$ cat src/rtl/grather_less_if.sv
// Operand/result bundle for the registered magnitude comparator.
// The master drives operands and mode, while the slave (comparator) returns the registered flags.
interface grather_less_if #(
  parameter int WIDTH = 32
) ();
  logic [WIDTH-1:0] a;
  logic [WIDTH-1:0] b;
  logic             mode;
  logic             in_valid;
  logic             c;
  logic             gt;
  logic             lt;
  logic             eq;
  logic             out_valid;

  modport master (
    output a, b, mode, in_valid,
    input  c, gt, lt, eq, out_valid
  );

  modport slave (
    input  a, b, mode, in_valid,
    output c, gt, lt, eq, out_valid
  );
endinterface

$ cat src/rtl/grather_less.sv
// Registered greater/less/equal comparator with one cycle of latency.
// SIGNED selects an unsigned compare or a two's-complement compare.
module grather_less #(
  parameter int WIDTH  = 32,
  parameter bit SIGNED = 1'b0
) (
  input  logic          clk_i,
  input  logic          reset_ni,
  grather_less_if.slave bus
);

  logic gt_d, lt_d, eq_d, c_d;
  logic gt_q, lt_q, eq_q, c_q, valid_q;

  // lt is derived from gt and eq, so exactly one of the three flags is ever set.
  always_comb begin
    gt_d = 1'b0;
    eq_d = (bus.a == bus.b);
    if (SIGNED) begin
      gt_d = ($signed(bus.a) > $signed(bus.b));
    end else begin
      gt_d = (bus.a > bus.b);
    end
    lt_d = ~gt_d & ~eq_d;
    c_d  = bus.mode ? lt_d : gt_d;
  end

  // Results load only on accepted inputs; idle cycles keep the last result but drop valid.
  always_ff @(posedge clk_i or negedge reset_ni) begin
    if (!reset_ni) begin
      gt_q    <= 1'b0;
      lt_q    <= 1'b0;
      eq_q    <= 1'b0;
      c_q     <= 1'b0;
      valid_q <= 1'b0;
    end else begin
      valid_q <= bus.in_valid;
      if (bus.in_valid) begin
        gt_q <= gt_d;
        lt_q <= lt_d;
        eq_q <= eq_d;
        c_q  <= c_d;
      end
    end
  end

  assign bus.c         = c_q;
  assign bus.gt        = gt_q;
  assign bus.lt        = lt_q;
  assign bus.eq        = eq_q;
  assign bus.out_valid = valid_q;

endmodule

$ cat src/flat_wrapper.sv
// flat-port wrapper written by rule: the top's interface ports become plain ports
module grather_less_flat 
#(
  parameter int WIDTH  = 32,
  parameter bit SIGNED = 1'b0
)
  (clk_i, reset_ni, bus_a, bus_b, bus_mode, bus_in_valid, bus_c, bus_gt, bus_lt, bus_eq, bus_out_valid);
  grather_less_if #(.WIDTH(WIDTH)) bus_i ();
  input  logic clk_i;
  input  logic reset_ni;
  input wire logic [$bits(bus_i.a)-1:0] bus_a;
  input wire logic [$bits(bus_i.b)-1:0] bus_b;
  input wire logic [$bits(bus_i.mode)-1:0] bus_mode;
  input wire logic [$bits(bus_i.in_valid)-1:0] bus_in_valid;
  output wire logic [$bits(bus_i.c)-1:0] bus_c;
  output wire logic [$bits(bus_i.gt)-1:0] bus_gt;
  output wire logic [$bits(bus_i.lt)-1:0] bus_lt;
  output wire logic [$bits(bus_i.eq)-1:0] bus_eq;
  output wire logic [$bits(bus_i.out_valid)-1:0] bus_out_valid;
  assign bus_i.a = bus_a;
  assign bus_i.b = bus_b;
  assign bus_i.mode = bus_mode;
  assign bus_i.in_valid = bus_in_valid;
  assign bus_c = bus_i.c;
  assign bus_gt = bus_i.gt;
  assign bus_lt = bus_i.lt;
  assign bus_eq = bus_i.eq;
  assign bus_out_valid = bus_i.out_valid;
  grather_less #(.WIDTH(WIDTH), .SIGNED(SIGNED)) u_core (.clk_i(clk_i), .reset_ni(reset_ni), .bus(bus_i));
endmodule
$ cat config.mk
export PLATFORM = sky130hd
export DESIGN_NAME = grather_less_flat
export DESIGN_NICKNAME = d
export VERILOG_FILES = /design/src/rtl/grather_less_if.sv /design/src/rtl/grather_less.sv /design/src/flat_wrapper.sv
export SDC_FILE = /design/constraint.sdc
export NUM_CORES = 1
export LEC_CHECK = 0
export CAP_MARGIN = 20
export CORE_MARGIN = 2
export CORE_UTILIZATION = 31
export CTS_BUF_LIST = sky130_fd_sc_hd__clkbuf_16
export DETAILED_ROUTE_END_ITERATION = 8
export GPL_ROUTABILITY_DRIVEN = 0
export PLACE_DENSITY = 0.83
export RECOVER_POWER = 25
export SLEW_MARGIN = 20
export SYNTH_ARGS = -nofsm -noshare
export SYNTH_HDL_FRONTEND = slang
export SYNTH_SLANG_ARGS = --single-unit
$ cat constraint.sdc
create_clock -name clk_i -period 0.8 [get_ports clk_i]
set_input_delay 0.24 -clock clk_i [delete_from_list [all_inputs] [get_ports clk_i]]
set_output_delay 0.24 -clock clk_i [all_outputs]
set_load 0.02 [all_outputs]
## Yosys cells after proc, flatten, opt, wreduce, memory -nomap -nowiden

Index checks and enable logic that the tools add are counted.

| storage, ports and cells | value |
|---|---|
| register bits after elaboration | 5 |

| cells by class | value |
|---|---|
| $lt $le $gt $ge | 1 |
| equal/unequal tests | 1 |
| multiplexer cells | 1 |
| bitwise gates (word level) | 3 |

Operator list:

| operator | number |
|---|---|
| equality test 32 bit | 1 |
| greater-than comparator 32 bit | 1 |
| NOT 1 bit | 2 |
| bitwise AND 1 bit | 1 |
| 2-to-1 mux 1 bit | 1 |

## Logic depth before layout (Yosys ltp)

Gate-level depths: netlist of the first run.

| logic depth | value |
|---|---|
| depth in word-level cells | 4 |
| gate-level depth with buffers | 8 |
| mapped depth without buffers | 8 |

## Worst setup path after synthesis of the first run

No wires, ideal clock.

| path | value |
|---|---|
| path kind | input -> register |
| start | in bus_b[14] |
| end | reg u_core.c_q, in the netlist u_core.bus.c |
| arrival | 1771 ps |
| data required time | 699 ps |
| path slack | -1072 ps |
| stages | 8 |
| cell sequence | inv_1 > ha_1 > a21oi_2 > nand2_1 > a221o_1 > o31a_1 > o21a_1 > o32ai_1 |

| on the way | value |
|---|---|
| longest elaborated chain between the ends | 4 |

Ends and longest elaborated chain:

| item | RTL line | RTL |
|---|---|---|
| from (decl) | flat_wrapper.sv:12 | `input wire logic [$bits(bus_i.b)-1:0] bus_b;` |
| greater-than comparator 32 bit or equality test 32 bit (tied branches) | grather_less.sv:22, grather_less.sv:18 |  |
| NOT 1 bit | grather_less.sv:24 | `lt_d = ~gt_d & ~eq_d;` |
| bitwise AND 1 bit | grather_less.sv:24 |  |
| 2-to-1 mux 1 bit (*) | grather_less.sv:25 | `c_d = bus.mode ? lt_d : gt_d;` |
| to (signal assigned) | grather_less.sv:34 | `c_q <= 1'b0;` |
| to (signal assigned) | grather_less.sv:42 | `c_q <= c_d;` |
| to (decl) | grather_less.sv:13 | `logic gt_q, lt_q, eq_q, c_q, valid_q;` |

Every way passes the cells marked *; elsewhere a longest branch is shown, timed or not.
A chain may end at the register's enable or synchronous reset.

## Worst setup path in the final report of the first run

| path | value |
|---|---|
| start | in bus_b[11] |
| end | reg u_core.c_q, in the netlist u_core.bus.c |

The elaborated chain is that of the path after synthesis.

==> results of run 1 <==
-- worst max-delay path, delay by kind of cell --
kind | cells | cell delay (ns)
simple gates | 2 | 0.22
buf+inv | 2 | 0.15
compound gates | 4 | 1.05
fa+ha+maj | 1 | 0.20
-- per-layer routing --
metal	global-route usage, %	part of all wire (%)	vias up
li1	-	-	644
met1	21.3	37	588
met2	45.2	57	50
met3	3.25	4.9	5
met4	7.30	1.2	0
met5	0	0	-
-- power by group --
part,total [mW],internal (mW),leakage (nW),switching [mW]
clock network,0.822,0.648,0.0423,0.174
registers,0.300,0.282,0.0604,0.0186
logic,1.20,0.677,0.971,0.521
-- worst paths after layout --
path / startpoint / end / slack (ns) / depth (start not counted)
min in group clk_i: bus_in_valid / u_core.bus.gt / 0.41 / 3
max in group asynchronous: reset_ni / u_core.bus.eq / 0.37 / 1
min: reset_ni / u_core.bus.c / 0.24 / 1
max reg2reg: u_core.bus.gt / u_core.bus.gt / 0 / 3
max: bus_b[11] / u_core.bus.c / -0.92 / 9
min reg2reg: u_core.bus.eq / u_core.bus.eq / 0.59 / 2
-- cell type report --
type	instances	area, um^2
Multi-Input combinational cell	89	1220
Timing Repair Buffer	92	732
Fill cell	189	662
Inverter	35	154
Sequential cell	5	125
Clock buffer	3	75.1
Tap cell	44	55.1
Clock inverter	1	3.75
-- cell usage in the layout (no fill, tap or decap), drive strengths merged --
cell type / n
clkbuf: 18
clkdlybuf4s50: 2
nand2: 7
o21a: 2
a22oi: 1
o21ai: 3
nor4: 1
clkdlybuf4s15: 7
dfrtp: 5
o31a: 1
a221o: 1
o211ai: 2
o22ai: 1
nor2: 5
nor2b: 1
a21oi: 13
nor3: 2
o32ai: 2
dlygate4sd2: 5
a2111oi: 1
ha: 32
nand3: 4
a211oi: 1
nand4: 8
dlymetal6s2s: 1
inv: 36
buf: 62
a21o: 1
-- registers in the layout, indices dropped and copies added (netlist names) --
register	flops
u_core.bus.c	1
u_core.bus.eq	1
u_core.bus.gt	1
u_core.bus.lt	1
u_core.bus.out_valid	1
-- timing repair --
action,in CTS,in global routing
endpoints found under the setup margin,9,9
setup buffers,10,2
pin swaps,49,14
resized for setup,243,60
-- logic make-up (layout without fill, tap and decap cells) --
| family | after synthesis | count (layout) | share of synthesized area (%) |
|---|---|---|---|
| compound gates | 29 | 29 | 19.1 |
| fa+ha+maj | 32 | 32 | 40.8 |
| buf+inv | 35 | 131 | 13.4 |
| flops | 5 | 5 | 12.7 |
| simple gates | 28 | 28 | 14.0 |
-- synth_stat cells, drive strengths merged --
cell type,number
inv,35
ha,32
a21oi,13
nand4,8
nand2,7
dfrtp,5
nor2,5
nand3,4
o21ai,3
nor3,2
o211ai,2
o21a,2
o32ai,2
a2111oi,1
a211oi,1
a21o,1
a221o,1
a22oi,1
nor2b,1
nor4,1
o22ai,1
o31a,1
-- per-stage QoR --
stage / setup WS (ns) / area (um^2) / hold slack (ns) / setup TNS, ns
detailed placement: -1.58 / 2090 / 0.471 / -7.87
global placement: -1.49 / 2090 / 0.469 / -7.55
global route: -1.00 / 2370 / 0.258 / -4.65
CTS: -0.874 / 2280 / 0.238 / -4.06
floorplan: -0.930 / 1240 / -0.0556 / -2.90
finish: -0.923 / 2370 / 0.237 / -4.29
==> run metrics, run 1 <==
detailed-route wire length 3990 um; Max Clk Rate 0.580 GHz; share of post-route cells with drive strength above 1 70.7%; DRC 0; DR iter-0 viols 12; power density over the cells 981 nW/um^2; final worst slack -0.923 ns; Syn Nets 229; Critical Path, Cell by Cell buf_6 > inv_2 > ha_4 > nand4_1 > nor2_2 > a221o_1 > o31a_1 > o21a_1 > o32ai_2; vias per cell 4.78; peak supply drop 0.000770 V; post-synth cell types 23; failing checks negative setup slack; Worst Setup Start Kind input pin; endpoint class of the critical path flop; Area contributors post-synth ha_1 (41%), inv_1 (13%), dfrtp_1 (13%), a21oi_1 (6.1%), nand4_1 (5.1%); Inst Count DP 254; post-DP HPWL 2900 um; skew final 0 ns; Slew HR 78.3%; Final min period 1.72 ns; final setup violation count 9; final cell count without fillers 269; Final Hold Violating Endpoints 0; CP required 0.93 ns; status complete, but fails checks; total congestion overflow 0; area share of the largest cell type after synthesis 40.8%; post-route ant nets 0; Synth Cell Area 982 um^2; register area share after synthesis 12.7%; Die H 60.3 um; total power 2.32 mW; flop and latch count out of synthesis 5; max incr delay on CP 0.32 ns; CTS clk-pin slew, worst paths 0.03 ns; Worst Hold Class input pin to async pin; syn avg cell area 7.61 um^2; Cells after Synth 129; Worst-Margin Slew 0.324 ns; Port Buffer Count 72; Initial Util 32.4%; antenna cells 0; pin count of the biggest net entering global routing 6; Clock Sinks 5; IO Pins 73; die area 3630 um^2; RSZ-0062 raised after global routing true; WL/cell 14.8 um; Vias 1287; number of global-route vias before repair 1489; Final Util 78.1%; CTS Hold Bufs 0; yosys warns 0; critical path type input pin to flop; Core ar. 3030 um^2; root buffer cell clkbuf_16; area leader, netlist ha_1; worst-path maximum fanout 3; Max clock buf depth 2; Layout area overhead 141%; fin crit share 215%; Global Route Usage Sum 21.9%; fin. max-slew vios 0; first-pass GRT wire length 6000 um; Max Cap Viol 0; CP max stage cell a221o_1; initial antenna violation count 0; Leak 1.07 nW; TritonCTS clock tree done; htree depth 1; TritonRoute pass-1 iters 6; Layout Nets 326; Clk Latency, worst-skew pair 0.23 ns; Worst Path Arrival 1.86 ns; die width 60.3 um; # rows 20; CTS buffer count 3
No activity file was read; power rests on OpenSTA's default activity.
==> run 2, diff against run 1 <==
--- a/config.mk
+++ b/config.mk
@@ -5,7 +5,7 @@
 export SDC_FILE = /design/constraint.sdc
 export NUM_CORES = 1
 export LEC_CHECK = 0
-export CAP_MARGIN = 20
+export CAP_MARGIN = 10
 export CORE_MARGIN = 2
 export CORE_UTILIZATION = 31
 export CTS_BUF_LIST = sky130_fd_sc_hd__clkbuf_16
==> results of run 2 <==
Final layout, timing and power as in run 1 (identical DEF).
==> run 3, diff against run 2 <==
--- a/config.mk
+++ b/config.mk
@@ -6,6 +6,7 @@
 export NUM_CORES = 1
 export LEC_CHECK = 0
 export CAP_MARGIN = 10
+export CORE_ASPECT_RATIO = 1.4
 export CORE_MARGIN = 2
 export CORE_UTILIZATION = 31
 export CTS_BUF_LIST = sky130_fd_sc_hd__clkbuf_16
==> run 3 against run 2 <==
Effect of this change: the run still ends with negative setup slack left; cell count decreased by 1.9%; sequential share of layout area about the same; cell area decreased by 0.63%; clock skew unchanged; total power decreased by 2.1%; clock power decreased by 1%; worst setup slack got worse by 0.035 ns; combinational power decreased by 3%; critical endpoint unchanged; highest routed layer unchanged.
==> run metrics, run 3 (synthesized netlist as in run 1, its figures left out) <==
fin crit share 220% (+4.4 points); FF-to-FF setup slack -0.01 ns (about the same); Switching Power 0.691 mW (-3.2%); critical path type input pin to flop; Initial Util 32.1% (-0.37 points); worst-path maximum fanout 3 (unchanged); Worst Setup Start Kind input pin; peak supply drop 0.00104 V (+35%); CP required 0.94 ns (about the same); filler instances 202 (+6.9%); Reg-to-Reg End u_core.bus.c; Layout area overhead 139%; DRC 0 (unchanged); Global Route Usage Sum 21.3% (-0.59 points); dpl ws -1.53 ns (+0.0558 ns); vias per cell 5.13 (+7.1%); final instance area 2350 um^2 (-0.63%); die area 3640 um^2 (+0.16%); first-pass GRT wire length 6010 um (+0.22%); final setup violation count 9 (unchanged); detailed-route wire length 4090 um (+2.6%); share of post-route cells with drive strength above 1 68.0% (-2.7 points); worst r2r src u_core.bus.c; Worst Path Arrival 1.89 ns (+0.03 ns); endpoint class of the critical path flop; power density over the cells 966 nW/um^2 (-1.5%); Switching Share 30.4% (-0.35 points); Max Cap Viol 0 (unchanged); Slew HR 77.0% (-1.3 points); Final Hold Violating Endpoints 0 (unchanged); post-route ant nets 0 (unchanged); CTS Hold Bufs 0 (unchanged); Die H 70.6 um (+17%); Final min period 1.76 ns (+0.0354 ns); skew final 0 ns (unchanged); pin count of the biggest net entering global routing 6 (unchanged); Clk Latency, worst-skew pair 0.23 ns (about the same); RSZ-0062 raised after global routing true; WL/cell 15.5 um (+4.5%); IO Pins 73 (unchanged); commonest non-fill, non-tap cell in the layout ha_4; post-DP HPWL 2970 um (+2.3%); DR iter-0 viols 14 (+2); Worst-Margin Slew 0.344 ns (+0.0200 ns); Max clock buf depth 2 (unchanged); Post-DP Area 2080 um^2 (-0.30%); Vias 1353 (+5.1%); final worst slack -0.959 ns (-0.0354 ns); TritonRoute pass-1 iters 4 (-2); fin. max-slew vios 0 (unchanged); most frequent cells in the layout ha_4 (28), buf_2 (26), buf_6 (23); root buffer cell clkbuf_16; die width 51.6 um (-14%); worst r2r path cells 3 (unchanged); power share of the sequential group 13.4% (+0.5 points); Leak 1.06 nW (-1.2%); htree depth 1 (unchanged); clock share of power 35.8% (+0.4 points); initial antenna violation count 0 (unchanged); Core ar. 3060 um^2 (+1.2%); # rows 24 (+20%); TritonCTS clock tree done; total congestion overflow 0 (unchanged); status complete, but fails checks; Clock Sinks 5 (unchanged); internal power 1.58 mW (-1.6%); Port Buffer Count 72 (unchanged); Layout Nets 326 (unchanged); Max Clk Rate 0.569 GHz (-2.0%); CTS clk-pin slew, worst paths 0.03 ns (about the same); antenna cells 0 (unchanged); number of global-route vias before repair 1486 (-0.20%); CTS buffer count 3 (unchanged); failing checks negative setup slack; Comb pwr share 50.9% (-0.7 points); Worst Hold Class input pin to async pin
run 3: changes by cell type in the layout (fill, tap and decap cells not counted), moves of 2 or more:
cell and delta:
o21ai_0 +2, buf_2 +8, inv_2 -4, clkbuf_2 -9, o21ai_1 -2, clkdlybuf4s15_1 +3, inv_4 +3
run 3: critical path, stage by stage:
cell     delay (ns)
buf_6          0.10
inv_4          0.05
ha_4           0.21
a21oi_2        0.13
nand2_1        0.07
a221o_1        0.34
o31a_1         0.32
o21a_1         0.20
o32ai_2        0.24
run 3: layer usage:
metal | vias to the layer above | global-route usage (%) | share of wire [%]
li1 | 646 | - | -
met1 | 620 | 18.5 | 32
met2 | 72 | 44.4 | 58
met3 | 15 | 3.16 | 5.1
met4 | 0 | 9.36 | 4.4
met5 | - | 0 | 0
run 3: stage by stage:
stage / utilization [%] / std cells / hold slack [ns] / setup TNS [ns] / power [mW]
2_1_floorplan: - / 129 / -0.0556 / -2.90 / 0.738
4_1_cts: 73.1 / 260 / 0.249 / -4.24 / 2.15
6_report: 76.8 / 264 / 0.314 / -4.40 / 2.27
3_5_place_dp: 67.9 / 249 / 0.479 / -7.83 / 1.32
5_1_grt: 76.8 / 264 / 0.324 / -4.87 / 2.41
3_3_place_gp: 67.9 / 249 / 0.467 / -7.64 / 1.27
run 3: layout make-up:
cell class                      count  area [um^2]  share of cell area [%]
Multi-Input combinational cell     89         1200                    50.9
Timing Repair Buffer               92          741                    31.5
Inverter                           35          161                    6.87
Sequential cell                     5          125                    5.32
Clock buffer                        3         75.1                    3.19
Tap cell                           39         48.8                    2.08
Clock inverter                      1         3.75                   0.160
run 3: worst max path at each step:
| stage | start | endpoint | slack [ns] | depth (start not counted) |
|---|---|---|---|---|
| 3_5_place_dp | bus_b[5] | u_core.bus.c | -1.53 | 9 |
| 2_1_floorplan | bus_a[14] | u_core.bus.c | -0.93 | 7 |
| 6_report | bus_b[14] | u_core.bus.c | -0.96 | 9 |
| 3_3_place_gp | bus_b[5] | u_core.bus.c | -1.50 | 9 |
| 4_1_cts | bus_b[15] | u_core.bus.c | -0.90 | 9 |
| 5_1_grt | bus_b[14] | u_core.bus.c | -1.04 | 9 |
run 3: repair_timing:
item                       CTS  global route
resized for setup          256            34
setup endpoints to repair    9             9
setup buffers                8             5
cloned                       0             0
pin swaps                   42            20
run 3: power groups by stage:
stage / clock network, mW / logic, mW / registers, mW
global placement: 0 / 0.968 / 0.299
floorplan: 0 / 0.407 / 0.331
global route: 0.843 / 1.26 / 0.306
finish: 0.812 / 1.16 / 0.303
CTS: 0.807 / 1.04 / 0.302
detailed placement: 0 / 1.02 / 0.300
